### config.mk
export PLATFORM = sky130hd
export DESIGN_NAME = sim_run_monitor
export DESIGN_NICKNAME = d
export VERILOG_FILES = /design/src/rtl/sim_run_monitor.sv
export SDC_FILE = /design/constraint.sdc
export NUM_CORES = 1
export LEC_CHECK = 0
export CAP_MARGIN = 20
export CORE_MARGIN = 1
export CORE_UTILIZATION = 42
export CTS_CLUSTER_DIAMETER = 60
export CTS_CLUSTER_SIZE = 12
export DETAILED_ROUTE_END_ITERATION = 10
export GPL_TIMING_DRIVEN = 0
export HOLD_SLACK_MARGIN = 0.08
export PLACE_DENSITY = 0.79
export SLEW_MARGIN = 25
export SYNTH_ARGS = -nofsm -noshare
export SYNTH_HDL_FRONTEND = slang
export SYNTH_SLANG_ARGS = --single-unit
export TNS_END_PERCENT = 5
### constraint.sdc
create_clock -name clk -period 3.14 [get_ports clk]
set_input_delay 0.628 -clock clk [delete_from_list [all_inputs] [get_ports clk]]
set_output_delay 0.628 -clock clk [all_outputs]
set_load 0.05 [all_outputs]
### src/rtl/sim_run_monitor.sv
// sim_run_monitor
// Run controller and watchdog placed beside the pipelined MIPS core in its
// test benches. It watches the fetch PC and the WB retire strobe and stops the
// run on end of program, hang, timeout or external halt. After an end or halt
// it lets the pipeline drain for a fixed number of cycles. It then raises a
// sticky done flag with a cause code and frozen cycle and retire counters.

module sim_run_monitor #(
    parameter int              PC_W         = 32,
    parameter logic [PC_W-1:0] END_ADDR     = PC_W'(32'h0000_4000),
    parameter int              DRAIN_CYCLES = 5,
    parameter int              HANG_LIMIT   = 64,
    parameter int              TIMEOUT      = 100000,
    parameter int              CNT_W        = 32
) (
    input  logic             clk,
    input  logic             reset,
    input  logic [PC_W-1:0]  pc,
    input  logic             pc_valid,
    input  logic             retire,
    input  logic             halt_req,
    output logic             running,
    output logic             done,
    output logic [1:0]       cause,
    output logic [CNT_W-1:0] cycle_cnt,
    output logic [CNT_W-1:0] retire_cnt
);

    localparam int HW = $clog2(HANG_LIMIT + 1);
    localparam int DW = (DRAIN_CYCLES > 0) ? $clog2(DRAIN_CYCLES + 1) : 1;

    localparam logic [1:0] CAUSE_END     = 2'b00;
    localparam logic [1:0] CAUSE_HANG    = 2'b01;
    localparam logic [1:0] CAUSE_TIMEOUT = 2'b10;
    localparam logic [1:0] CAUSE_HALT    = 2'b11;

    typedef enum logic [1:0] {
        S_IDLE  = 2'd0,
        S_RUN   = 2'd1,
        S_DRAIN = 2'd2,
        S_DONE  = 2'd3
    } state_t;

    state_t          state;
    state_t          state_nxt;
    logic [1:0]      cause_lat;
    logic [1:0]      cause_nxt;
    logic [PC_W-1:0] last_pc;
    logic            pc_seen;
    logic [HW-1:0]   hang_cnt;
    logic [HW-1:0]   hang_nxt;
    logic [DW-1:0]   drain_cnt;

    logic [PC_W:0]    pc_plus4;
    logic             end_hit;
    logic             progress;
    logic             hang_hit;
    logic             timeout_hit;
    logic [CNT_W-1:0] cycle_inc;
    logic [CNT_W-1:0] retire_inc;
    logic             counting;
    logic             enter_done;

    // Stop-condition detection: end bound in PC_W+1 bits so pc+4 cannot wrap,
    // progress on a new valid pc, and the saturating hang count for this cycle.
    always_comb begin
        pc_plus4    = {1'b0, pc} + (PC_W + 1)'(4);
        end_hit     = pc_valid && (pc_plus4 >= {1'b0, END_ADDR});
        progress    = pc_valid && (!pc_seen || (pc != last_pc));
        hang_nxt    = hang_cnt;
        if (progress) begin
            hang_nxt = '0;
        end else if (hang_cnt != HW'(HANG_LIMIT)) begin
            hang_nxt = hang_cnt + HW'(1);
        end
        hang_hit    = (hang_nxt == HW'(HANG_LIMIT));
        cycle_inc   = cycle_cnt + CNT_W'(1);
        retire_inc  = retire_cnt + CNT_W'(retire);
        timeout_hit = (cycle_inc == CNT_W'(TIMEOUT));
        counting    = (state == S_RUN) || (state == S_DRAIN);
    end

    // Next-state and cause selection; in RUN the priority is END > HALT > HANG > TIMEOUT.
    always_comb begin
        state_nxt = state;
        cause_nxt = cause_lat;
        unique case (state)
            S_IDLE: begin
                state_nxt = S_RUN;
            end
            S_RUN: begin
                if (end_hit) begin
                    state_nxt = S_DRAIN;
                    cause_nxt = CAUSE_END;
                end else if (halt_req) begin
                    state_nxt = S_DRAIN;
                    cause_nxt = CAUSE_HALT;
                end else if (hang_hit) begin
                    state_nxt = S_DONE;
                    cause_nxt = CAUSE_HANG;
                end else if (timeout_hit) begin
                    state_nxt = S_DONE;
                    cause_nxt = CAUSE_TIMEOUT;
                end
            end
            S_DRAIN: begin
                if ((drain_cnt == '0) || timeout_hit) begin
                    state_nxt = S_DONE;
                end
            end
            S_DONE: begin
                state_nxt = S_DONE;
            end
            default: begin
                state_nxt = S_IDLE;
            end
        endcase
        enter_done = (state != S_DONE) && (state_nxt == S_DONE);
    end

    // State register and the internally latched cause.
    always_ff @(posedge clk) begin
        if (reset) begin
            state     <= S_IDLE;
            cause_lat <= CAUSE_END;
        end else begin
            state     <= state_nxt;
            cause_lat <= cause_nxt;
        end
    end

    // Progress tracking for the hang detector, only active while in RUN.
    always_ff @(posedge clk) begin
        if (reset) begin
            last_pc  <= '0;
            pc_seen  <= 1'b0;
            hang_cnt <= '0;
        end else if (state == S_RUN) begin
            hang_cnt <= hang_nxt;
            if (pc_valid) begin
                last_pc <= pc;
                pc_seen <= 1'b1;
            end
        end
    end

    // Drain countdown: loaded on the way into DRAIN, decremented while draining.
    always_ff @(posedge clk) begin
        if (reset) begin
            drain_cnt <= '0;
        end else if ((state == S_RUN) && (state_nxt == S_DRAIN)) begin
            drain_cnt <= DW'(DRAIN_CYCLES);
        end else if ((state == S_DRAIN) && (drain_cnt != '0)) begin
            drain_cnt <= drain_cnt - DW'(1);
        end
    end

    // Cycle and retire counters run in RUN and DRAIN and wrap freely.
    always_ff @(posedge clk) begin
        if (reset) begin
            cycle_cnt  <= '0;
            retire_cnt <= '0;
        end else if (counting) begin
            cycle_cnt  <= cycle_inc;
            retire_cnt <= retire_inc;
        end
    end

    // Registered status; done and cause only move on the edge into DONE.
    always_ff @(posedge clk) begin
        if (reset) begin
            running <= 1'b0;
            done    <= 1'b0;
            cause   <= 2'b00;
        end else begin
            running <= (state_nxt == S_RUN) || (state_nxt == S_DRAIN);
            if (enter_done) begin
                done  <= 1'b1;
                cause <= cause_nxt;
            end
        end
    end

endmodule

==> flow_summary.ini <==
[synthesis]
ys_async_sr_fraction_pct = 0
synth_seq_area_share_pct = 37.1
synth_area_leaders = dfxtp_1 (37%), xor2_1 (10%), nand2_1 (6.2%)
yosys.area.top_type_share_pct = 37.1
ys.flop_type = dfxtp_1
synth_area_mm2 = 0.00621
synth_cells = 771
yosysTopAreaCell = dfxtp_1
synth.avg_cell_area_um2 = 8.06
ys_ff_latch = 115
synth_edf_count = 0
syn_nets = 821
yosysWarnings = 0
ys_types = 65

[die]
start_util_pct = 42.9
io_pins = 105
core_area_mm2 = 0.0145
die_area_mm2 = 0.0153
die_w_um = 124
num_rows = 44
die_y_um = 124

[cells_and_area]
n_antenna_cell = 0
seqCellArea_mm2 = 0.00234
final_util_pct = 58.2
fin_nets = 952
nFillCells = 1263
layout-drive-gt1-share_pct = 11.8
area_delta_synth_final_pct = 35.6
multi_input_area_mm2 = 0.00389

[clock_tree]
cts_num_sinks = 115
cts_root_buf = clkbuf_16
clkSlewWorstSetupHoldPaths_ns = 0.05
cts_tree = done
insertion_delay_ns = 0.42
cts_buffers = 17
htreeDepth = 4
clockBufferDepth = 2

[outcome]
status = completed

[setup_path]
path_class = register to register
critPathSlowestCell = a2111oi_4
required_ns = 3.48
cp_data_arrival_time_ns = 3.28
max_stage_delay_ns = 0.38
crit_chain = buf_2, and3_1, and3_1, nand3_2, a2111oi_4, nand4_2, o31ai_2, a221oi_2, inv_1, ha_2, nand2b_4, buf_4, o31ai_2
start_kind = register
crit_path_max_fanout = 7
worst_setup_path_end_kind = register

[global_route]
grtUsageTotal_pct = 21.8
grt_max_degree = 17
overflow = 0
grt_pass1_wl_um = 25800
grt_pass1_vias = 5293
antenna_found_initial = 0

[timing]
fin_skew_ns = 0.0162
fmax_ghz = 0.339
tightest_slew_ns = 0.642
min_period_over_period_pct = 93.8
setup_viol = 0
slew_violations = 0
finalHoldViolCount = 0
maxSlewHeadroom_pct = 57.2
fin_setup_tns_ns = 0
timing.final.crit_period_ns = 2.95

[power]
vdd_drop_max_mv = 0.349
leakage_nw = 3.32
power_density_mw_per_mm2 = 461

[routing]
routed_wirelength_um = 16700
postRouteAntennaNets = 0
routed_via_density = 5.41
dr.pass1.iters = 4
wl_per_cell_um = 15.2
num_vias = 5943
drcViolationCount = 0
drt-initial-drc-count = 383

[place]
portBuffers = 101
dp_hpwl_um = 11200
gp_congestion = 0.885

[min_path]
hold_class = register to register

[run]
max_cap_violations = 0
## path summary, 6_finish.rpt
path / start / endpoint / slack, ns / depth (start not counted)
worst min register to register: last_pc[28] / last_pc[28] / 0.46 / 2
worst min-delay path: last_pc[28] / last_pc[28] / 0.46 / 2
worst max-delay path: cycle_cnt[14] / cause[1] / 0.19 / 13
worst max register to register: cycle_cnt[14] / cause[1] / 0.19 / 13
## critical path, delay by kind of cell (launching register included)
kind / cells / cell delay (ns)
buf+inv: 3 / 0.41
flops: 1 / 0.31
simple gates: 5 / 0.91
compound gates: 4 / 1.02
fa+ha+maj: 1 / 0.20
## final cells by class
| type | count | area share, % |
|---|---|---|
| Tap cell | 184 | 2.73 |
| Clock inverter | 5 | 0.594 |
| Buffer | 30 | 1.41 |
| Multi-Input combinational cell | 602 | 46.1 |
| Clock buffer | 27 | 5.97 |
| Timing Repair Buffer | 117 | 14.6 |
| Sequential cell | 115 | 27.7 |
| Inverter | 19 | 0.847 |
## sequential cells by signal (all words and copies together) (netlist names)
register,count
drain_cnt,3
running,1
cycle_cnt,32
state,2
last_pc,32
done,1
pc_seen,1
cause,2
hang_cnt,7
retire_cnt,32
cause_lat,2
## stage by stage
step	instances	hold WS [ns]	power, mW	worst slack (ns)	cell area, µm²
floorplan	771	0.440	1.88	0.00615	6230
global placement	1056	0.453	2.05	-0.715	7480
detailed placement	1056	0.458	2.06	-0.766	7480
CTS	1097	0.465	3.88	0.0160	8170
global route	1099	0.475	4.04	-0.00716	8420
finish	1099	0.465	3.88	0.194	8420
## metal layers
layer / GRT usage, % / share of wire [%] / vias up
met1: 28.0 / 44 / 2762
met4: 7.68 / 1.4 / 0
li1: - / - / 2959
met5: 0 / 0 / -
met3: 5.40 / 6.7 / 20
met2: 35.5 / 48 / 202
## cells by family after synthesis
kind of cell	count (synthesis)	share of synthesized area (%)
AND/OR/NAND/NOR	363	29.3
XOR/XNOR	100	14.1
AO/OA/AOI/OAI	118	12.4
buffers and inverters	56	3.57
multiplexers	6	0.987
adder cells (fa/ha/maj)	13	2.62
flip-flops	115	37.1
## power by group
part	leakage, nW	switching (mW)	internal, mW	total (mW)
sequential	0.941	0.0376	1.51	1.55
combinational	2.10	0.326	0.197	0.523
clock	0.275	0.644	1.16	1.81
## cells in the mapped netlist (6+ instances only)
library cell / instances
a21o_1: 6
nand3_1: 40
o21ai_0: 15
xor2_1: 73
xnor2_1: 27
dfxtp_1: 115
nor4_1: 13
ha_1: 13
and3_1: 20
a21oi_1: 61
inv_1: 19
nand2_1: 102
clkbuf_1: 29
nor3_1: 18
nand4_1: 28
nor2_1: 96
or3_1: 8
## layout by cell type, fill, tap and decap left out, types with 27 or more instances in the layout
cell type,n
a21oi_1,59
dfxtp_1,99
xnor2_1,27
nand4_1,28
nand2_1,101
clkbuf_1,32
xor2_1,73
clkdlybuf4s50_1,75
nand3_1,36
nor2_1,95
## repair_timing
item	CTS	global route
hold buffers	0	0
endpoints found under the setup margin	7	7
pin swaps	7	19
cloned	0	3
resized for setup	12	52
buffers inserted	9	6
(Power assumes the default switching activity.)
